--- config.mk ---
export PLATFORM = sky130hd
export DESIGN_NAME = legv8_multicycle_ctrl
export DESIGN_NICKNAME = d
export VERILOG_FILES = /design/src/rtl/legv8_pkg.sv /design/src/rtl/legv8_instr_classify.sv /design/src/rtl/legv8_multicycle_ctrl.sv
export SDC_FILE = /design/constraint.sdc
export NUM_CORES = 1
export LEC_CHECK = 0
export BUFFER_PORTS_ARGS = -buffer_cell sky130_fd_sc_hd__buf_2
export CORE_MARGIN = 5
export CORE_UTILIZATION = 45
export DETAILED_ROUTE_END_ITERATION = 7
export PLACE_DENSITY = 0.75
export SLEW_MARGIN = 20
export SYNTH_ARGS = -nofsm -noshare
export SYNTH_HDL_FRONTEND = slang
export SYNTH_SLANG_ARGS = --single-unit
--- constraint.sdc ---
create_clock -name clk -period 3.8 [get_ports clk]
set_input_delay 0.38 -clock clk [delete_from_list [all_inputs] [get_ports clk]]
set_output_delay 0.38 -clock clk [all_outputs]
set_load 0.03 [all_outputs]
--- src/rtl/legv8_pkg.sv ---
// legv8_pkg: shared opcodes, ALU_OP encodings, FSM states and instruction classes
package legv8_pkg;

    localparam logic [10:0] OP_ADD  = 11'b10001011000;
    localparam logic [10:0] OP_SUB  = 11'b11001011000;
    localparam logic [10:0] OP_AND  = 11'b10001010000;
    localparam logic [10:0] OP_ORR  = 11'b10101010000;
    localparam logic [10:0] OP_LDUR = 11'd1986;
    localparam logic [10:0] OP_STUR = 11'd1984;
    localparam logic [7:0]  OP_CBZ  = 8'd180;
    localparam logic [5:0]  OP_B    = 6'd5;

    localparam logic [1:0] ALU_ADD   = 2'b00;
    localparam logic [1:0] ALU_PASSB = 2'b01;
    localparam logic [1:0] ALU_FUNCT = 2'b10;

    typedef enum logic [2:0] {
        S_FETCH  = 3'd0,
        S_DECODE = 3'd1,
        S_EXEC   = 3'd2,
        S_MEM    = 3'd3,
        S_WB     = 3'd4,
        S_ERROR  = 3'd7
    } state_t;

    typedef enum logic [2:0] {
        CLS_R, CLS_LD, CLS_ST, CLS_CBZ, CLS_B, CLS_ILL
    } instr_class_t;

endpackage

--- src/rtl/legv8_instr_classify.sv ---
// legv8_instr_classify: combinational instruction-class decode of the latched IR
// ports: ir (latched instruction word) -> cls (instruction class, first match wins)
module legv8_instr_classify
    import legv8_pkg::*;
(
    input  logic [31:0]  ir,
    output instr_class_t cls
);

    logic [10:0] op;

    assign op = ir[31:21];

    // CBZ and B are checked first because their short opcode fields overlap the 11-bit space
    always_comb
        cls = (ir[31:24] == OP_CBZ) ? CLS_CBZ :
              (ir[31:26] == OP_B)   ? CLS_B   :
              (op == OP_ADD || op == OP_SUB || op == OP_AND || op == OP_ORR) ? CLS_R :
              (op == OP_LDUR) ? CLS_LD :
              (op == OP_STUR) ? CLS_ST : CLS_ILL;

endmodule

--- src/rtl/legv8_multicycle_ctrl.sv ---
// legv8_multicycle_ctrl: multi-cycle LEGv8 control FSM with memory handshakes and ack timeout
// ports: clk/rst (async high); imem_rdata/imem_ack -> imem_req; dmem_ack -> dmem_req; alu_zero (CBZ test);
//        ir_write, pc_write, pc_src and datapath controls reg2loc..uncond_branch, alu_op;
//        state_o (debug); sticky illegal and timeout flags
module legv8_multicycle_ctrl
    import legv8_pkg::*;
#(
    parameter int TIMEOUT = 255,
    parameter int CW      = 8
) (
    input  logic        clk,
    input  logic        rst,
    input  logic [31:0] imem_rdata,
    input  logic        imem_ack,
    output logic        imem_req,
    input  logic        dmem_ack,
    output logic        dmem_req,
    input  logic        alu_zero,
    output logic        ir_write,
    output logic        pc_write,
    output logic        pc_src,
    output logic        reg2loc,
    output logic        alu_src,
    output logic        mem2reg,
    output logic        reg_write,
    output logic        mem_read,
    output logic        mem_write,
    output logic        branch,
    output logic        uncond_branch,
    output logic [1:0]  alu_op,
    output logic [2:0]  state_o,
    output logic        illegal,
    output logic        timeout
);

    localparam logic [CW-1:0] LIMIT = CW'(TIMEOUT > 0 ? TIMEOUT - 1 : 0);

    state_t       state, next;
    instr_class_t cls;
    logic [31:0]  ir;
    logic [CW-1:0] cnt;
    logic req, ack, expire, is_ld, is_st, is_cbz, is_b, reg_b;

    legv8_instr_classify u_classify (
        .ir  (ir),
        .cls (cls)
    );

    assign is_ld   = cls == CLS_LD;
    assign is_st   = cls == CLS_ST;
    assign is_cbz  = cls == CLS_CBZ;
    assign is_b    = cls == CLS_B;
    assign reg_b   = is_cbz | is_st;
    assign req     = state == S_FETCH || state == S_MEM;
    assign ack     = state == S_FETCH ? imem_ack : dmem_ack;
    // the final allowed wait cycle expires only if the ack is still low in it
    assign expire  = TIMEOUT != 0 && req && !ack && cnt == LIMIT;
    assign state_o = state;

    always_ff @(posedge clk or posedge rst)
        if (rst) begin
            state   <= S_FETCH;
            ir      <= '0;
            cnt     <= '0;
            illegal <= 1'b0;
            timeout <= 1'b0;
        end else begin
            state   <= next;
            ir      <= (state == S_FETCH && imem_ack) ? imem_rdata : ir;
            cnt     <= (next != state) ? '0 : (req && !ack && cnt != '1) ? cnt + 1'b1 : cnt;
            illegal <= illegal | (state == S_DECODE && cls == CLS_ILL);
            timeout <= timeout | expire;
        end

    always_comb begin
        next          = state;
        imem_req      = 1'b0;
        dmem_req      = 1'b0;
        ir_write      = 1'b0;
        pc_write      = 1'b0;
        pc_src        = 1'b0;
        reg2loc       = 1'b0;
        alu_src       = 1'b0;
        mem2reg       = 1'b0;
        reg_write     = 1'b0;
        mem_read      = 1'b0;
        mem_write     = 1'b0;
        branch        = 1'b0;
        uncond_branch = 1'b0;
        alu_op        = ALU_ADD;
        case (state)
            S_FETCH: begin
                imem_req = 1'b1;
                ir_write = imem_ack;
                next     = imem_ack ? S_DECODE : expire ? S_ERROR : S_FETCH;
            end
            S_DECODE: begin
                reg2loc = reg_b;
                next    = cls == CLS_ILL ? S_ERROR : S_EXEC;
            end
            S_EXEC: begin
                reg2loc       = reg_b;
                alu_src       = is_ld | is_st;
                alu_op        = cls == CLS_R ? ALU_FUNCT : is_cbz ? ALU_PASSB : ALU_ADD;
                branch        = is_cbz;
                uncond_branch = is_b;
                pc_write      = is_cbz | is_b;
                pc_src        = is_cbz ? alu_zero : is_b;
                next          = cls == CLS_R ? S_WB : (is_ld | is_st) ? S_MEM : S_FETCH;
            end
            S_MEM: begin
                dmem_req  = 1'b1;
                reg2loc   = is_st;
                alu_src   = 1'b1;
                mem_read  = is_ld;
                mem_write = is_st;
                pc_write  = is_st & dmem_ack;
                next      = dmem_ack ? (is_ld ? S_WB : S_FETCH) : expire ? S_ERROR : S_MEM;
            end
            S_WB: begin
                reg_write = 1'b1;
                mem2reg   = is_ld;
                pc_write  = 1'b1;
                next      = S_FETCH;
            end
            default: next = S_ERROR;
        endcase
    end

endmodule

# Word level (Yosys, flattened, before mapping)
# Cells that the tools add are included.
[totals]
output_inout_bits = 20
inputBits = 37
wordCells = 80
ff_bits = 45
[op_classes]
add_sub_neg = 1
reduce_logical = 14
bitwise = 6
eq_ne = 20
mux = 34
[ops]
columns = ["cell", "n"]
rows = [
  ["$eq A11 B11 Y1 const B", 6],
  ["$mux W3", 12],
  ["$eq A8 B8 Y1 const B", 2],
  ["$mux W8", 2],
  ["$pmux W3 S5", 1],
  ["$mux W1", 13],
  ["$eq A3 B2 Y1 const B", 4],
  ["$eq A3 B3 Y1 const B", 3],
  ["$add A8 B1 Y8 const B", 1],
  ["$ne A8 B8 Y1 const B", 1],
  ["$eq A3 B1 Y1 const B", 2],
  ["$eq A6 B3 Y1 const B", 1],
  ["$logic_not A3 Y1", 2],
  ["$mux W2", 3],
  ["$logic_and A1 B1 Y1", 5],
  ["$or A1 B1 Y1", 5],
  ["$logic_or A1 B1 Y1", 4],
  ["$pmux W1 S2", 2],
  ["$ne A3 B3 Y1", 1],
  ["$pmux W1 S3", 1],
  ["$reduce_bool A2 Y1", 1],
  ["$reduce_or A2 Y1", 1],
  ["$and A1 B1 Y1", 1],
  ["$logic_not A1 Y1", 1],
]

# Depth between registers and ports, before layout
[depth]
word_depth = 14
depth_mapped = 7

# By module
# A second synthesis with hierarchy kept.
[hier_totals]
cells_unflattened = 202
area_unflattened_um2 = 2278.4
[by_module_without_submodules]
columns = ["module", "seq_area_each_um2", "instances", "area_each_um2", "cells_each"]
rows = [
  ["legv8_multicycle_ctrl", 1126.1, 1, 2160.8, 186],
  ["legv8_instr_classify", 0.0, 1, 117.6, 16],
]

# Least setup slack after synthesis
# Ideal clock, no wire load.
[synth_path]
path_type = "register to output"
startpoint = "register state[1], in the netlist state_o[1]"
endpoint = "output pc_write"
required_ns = 3.420
n_path_buf = 1
arrival_time_ns = 2.362
stages_incl_launch_ff = 6
setup_slack_ns = 1.058
cell_sequence = "dfrtp_1 -> buf_2 -> nand2_1 -> nor4_1 -> nand2_1 -> or4b_1"
[synth_via]
elab_chain_len = 2
elab_cells_between_ends = 4
cone_classes = "3 x eq/ne; 1 x mux"
[synth_lines]
columns = ["element", "line", "text"]
rows = [
  ["from (decl)", "legv8_multicycle_ctrl.sv:38", "state_t state, next;"],
  ["from (signal assigned)", "legv8_multicycle_ctrl.sv:68", "state <= next;"],
  ["$eq A3 B3 Y1 / $eq A3 B2 Y1 (equally long branches)", "legv8_multicycle_ctrl.sv:91", "case (state)"],
  ["$pmux W1 S3 (*)", "legv8_multicycle_ctrl.sv:91", ""],
  ["to (decl)", "legv8_multicycle_ctrl.sv:20", "output logic pc_write,"],
]
# Mark *: on every way between the ends. The rest lies on a longest branch, timed or not.

# Worst setup path after layout
[layout_path]
startpoint = "register ir[30]"
endpoint = "output pc_write"
[layout_via]
elab_chain_len = 10
elab_cells_between_ends = 22
cone_classes = "11 x eq/ne; 6 x mux; 2 x bitwise; 3 x reduce/logical"
[layout_lines]
columns = ["element", "line", "text"]
rows = [
  ["from (decl)", "legv8_multicycle_ctrl.sv:40", "logic [31:0] ir;"],
  ["from (signal assigned)", "legv8_multicycle_ctrl.sv:69", "ir <= (state == S_FETCH && imem_ack) ? imem_rdata : ir;"],
  ["$eq A11 B11 Y1", "legv8_instr_classify.sv:18", "(op == OP_ADD || op == OP_SUB || op == OP_AND || op == OP_ORR) ? CLS_R :"],
  ["$logic_or A1 B1 Y1 (3 in series)", "legv8_instr_classify.sv:18", ""],
  ["$mux W3", "legv8_instr_classify.sv:18", ""],
  ["$mux W3", "legv8_instr_classify.sv:17", "(ir[31:26] == OP_B) ? CLS_B :"],
  ["$mux W3 (*)", "legv8_instr_classify.sv:16", "cls = (ir[31:24] == OP_CBZ) ? CLS_CBZ :"],
  ["$eq A3 B2 Y1 (tied with other cells)", "legv8_multicycle_ctrl.sv:50", "assign is_st = cls == CLS_ST;"],
  ["$and A1 B1 Y1 / $or A1 B1 Y1 (equally long branches)", "legv8_multicycle_ctrl.sv:117, legv8_multicycle_ctrl.sv:107", ""],
  ["$pmux W1 S3 (*)", "legv8_multicycle_ctrl.sv:91", ""],
]
# Marks and branches as above.

==> flow_metrics.py <==
metrics = {
    "placed_design": {
        "dpl.hpwl_um": 2440,
        "io_buffers": 35,
        "place_congestion": 0.833,
    },
    "worst_setup_path": {
        "path_delay_family": "simple AND/OR/NAND/NOR gates",
        "critPathArrivalTime_ps": 2240,
        "cp.required_ps": 3420,
        "crit_chain": "nor3b_1 > and3_1 > a211oi_1 > nor2b_1 > or4b_1 > buf_2",
        "worstSetupPathDepth": 6,
        "cp.buffers_inverters": 1,
        "crit_fanout": 6,
        "critPathLaunch": "ir[30]",
        "reg2reg_from": "state_o[0]",
        "path_class": "flip-flop to output port",
        "critPathMaxStageDelay_ps": 460,
        "r2r_cells": 5,
        "slowest_stage": "dfrtp_1",
        "start_kind": "flip-flop",
        "crit_end": "pc_write",
        "reg2reg_setup_slack_ps": 1790,
        "end_kind": "output port",
        "r2r_end": "cnt[6]",
    },
    "die": {
        "io_pins": 57,
        "fp-row-count": 20,
        "die_h_um": 66.9,
        "die_w_um": 66.9,
        "initial_core_util": 0.474,
        "dieArea_um2": 4480,
        "fp.coreArea_um2": 3080,
    },
    "route": {
        "drt_iter0_drc": 80,
        "vias": 1224,
        "drt_wl_total_um": 3170,
        "avgViaCountPerCell": 5.49,
        "drc": 0,
        "antenna_left": 0,
        "firstDrtPassIters": 4,
        "wl_per_cell_um": 14.2,
    },
    "synth": {
        "synth.distinct_cells": 40,
        "avgSynthCellArea_um2": 10.1,
        "ys_seq_area_frac": 0.412,
        "yosys_warnings": 0,
        "syn_inst": 144,
        "synth_area_um2": 1460,
        "synthAdderAreaFrac": 0.0172,
        "synth-seq-cells": 24,
        "synth_nets": 183,
        "synthMuxAreaShare": 0.0986,
        "synthXorXnorAreaFrac": 0.0300,
        "synth-simple-area-share": 0.250,
        "synth_compound_area_frac": 0.162,
        "synth_top_family_by_area": "simple AND/OR/NAND/NOR gates",
    },
    "final_layout": {
        "drive_gt1_frac": 0.335,
        "diodes": 0,
        "final_nets": 219,
        "area_growth_pct": 17.8,
    },
    "global_routing": {
        "antenna_found_initial": 0,
        "track_usage": 0.160,
        "grt-ovfl-total": 0,
        "grt_pass1_wl_um": 5580,
        "grt_pass1_vias": 1238,
        "grt_max_degree": 25,
    },
    "clock_network": {
        "htreeDepth": 1,
        "clock-sinks": 24,
        "clockRootBuffer": "clkbuf_4",
        "numCtsBuffers": 3,
        "cts_tree": "built",
        "cts_resized": 0,
        "cts.clk_slew.worst_paths_ps": 140,
        "clockBufferDepth": 2,
        "post_cts_buffers": 0,
        "worstSkewPairLatency_ps": 320,
        "hold_buffers": 0,
    },
    "timing": {
        "slew_headroom": 0.398,
        "fmax_ghz": 0.382,
        "min_period_ps": 2620,
        "tightest_slew_ps": 902,
        "setup_viol": 0,
        "fin_worst_skew_ps": 8.08,
        "rsz0062_at_grt": "no",
        "slew_violations": 0,
        "fin_hold_ws_ps": 228,
        "fin_tns_setup_ps": 0,
        "period_share": 0.690,
        "hold_violations": 0,
    },
    "power": {
        "p_leak_nw": 0.846,
        "ir_drop_uv": 216,
        "powerDensity_nw_per_um2": 265,
    },
    "flow_run": {
        "drv_cap": 0,
    },
    "min_path": {
        "hp-class": "input port to async pin",
    },
    "run_status": {
        "status": "finished, final reports clean",
    },
}
## cell usage in the layout (no fill, tap or decap), types with 2 or more instances in the layout
master,count
a211oi_1,8
a21o_1,2
a21oi_1,5
a21oi_2,2
and2_1,4
and3_1,4
buf_2,35
clkbuf_4,3
dfrtp_1,24
ha_1,2
inv_1,6
mux2_2,11
mux2i_1,2
nand2_1,8
nand3_1,6
nand4_1,8
nor2_1,12
nor2b_1,5
nor3_1,5
nor3b_1,2
or2_2,2
xor2_1,4
## worst register-to-register path: cells and delay by family, from the launching register on
| kind | cells | cell delay (ps) |
|---|---|---|
| compound gates | 3 | 740 |
| flops | 1 | 590 |
| simple gates | 2 | 580 |
## worst min path at each step
stage | startpoint | endpoint | slack, ps | cells past startpoint
6_report | rst | ir[21] | 230 | 2
5_1_grt | imem_rdata[23] | ir[23] | 260 | 2
4_1_cts | rst | ir[21] | 250 | 2
3_5_place_dp | timeout | timeout | 440 | 1
3_3_place_gp | timeout | timeout | 440 | 1
2_1_floorplan | rst | cnt[0] | 390 | 1
## power by group
group / switching, W / internal (W) / total [W]
clock: 0.0000797 / 0.000107 / 0.000186
sequential: 0 / 0.000255 / 0.000255
combinational: 0.00000851 / 0.00000582 / 0.0000143
total: 0.0000882 / 0.000368 / 0.000456
## sequential cells by signal, indices dropped and copies added (netlist names)
register  cells
ir           11
cnt           8
state_o       3
illegal       1
timeout       1
## layer usage
metal | GRT usage | routed length, µm | up-vias
met4 | 0.0304 | 24 | 0
met2 | 0.286 | 1560 | 26
met1 | 0.197 | 1430 | 588
li1 | - | - | 608
met5 | 0 | 0 | -
met3 | 0.0337 | 150 | 2
## stage by stage
stage	utilization	power (W)	setup WS, ps	instances	cell area [µm²]
2_1_floorplan	-	0.000265	1060	144	1460
3_3_place_gp	0.541	0.000274	1580	219	1670
3_5_place_dp	0.541	0.000275	1550	219	1670
4_1_cts	0.559	0.000464	1160	223	1720
5_1_grt	0.559	0.000474	1000	223	1720
6_report	0.559	0.000456	1180	223	1720
## cell families after synthesis
| group | count (synthesis) |
|---|---|
| muxes | 13 |
| AOI/OAI and AO/OA | 26 |
| and+or+nand+nor | 64 |
| buffers and inverters | 10 |
| DFF | 24 |
| xor gates and xnor gates | 5 |
| adders and majority gates | 2 |
## area by class of cell
class | count | area (µm²)
multi-input combinational | 110 | 813
fill | 285 | 1360
clock buffer | 3 | 22.5
inverter | 6 | 22.5
tap | 44 | 55.1
sequential | 24 | 601
timing repair buffer | 35 | 175
clock inverter | 1 | 30.0
## cell usage after synthesis (all sizes together)
cell,number,area (µm²)
dfrtp,24,601
nor2,12,45.0
mux2,11,124
a211oi,8,60.1
nand2,8,30.0
nand4,8,50.1
a21oi,7,42.5
inv,6,22.5
nand3,6,30.0
and3,5,36.3
nor2b,5,31.3
nor3,5,25.0
and2,4,25.0
buf,4,22.5
xor2,4,35.0
a2111oi,2,42.5
a21o,2,15.0
ha,2,25.0
mux2i,2,20.0
nor3b,2,15.0
or2,2,12.5
and3b,1,8.76
and4,1,8.76
and4bb,1,12.5
nand2b,1,6.26
nor4,1,6.26
o211a,1,10.0
o211ai,1,12.5
o21a,1,7.51
o21ai,1,5.00
o31ai,1,21.3
o32ai,1,8.76
o41a,1,11.3
or4,1,11.3
or4b,1,10.0
xnor2,1,8.76
Note: power is estimated with default switching activity, not from simulation.
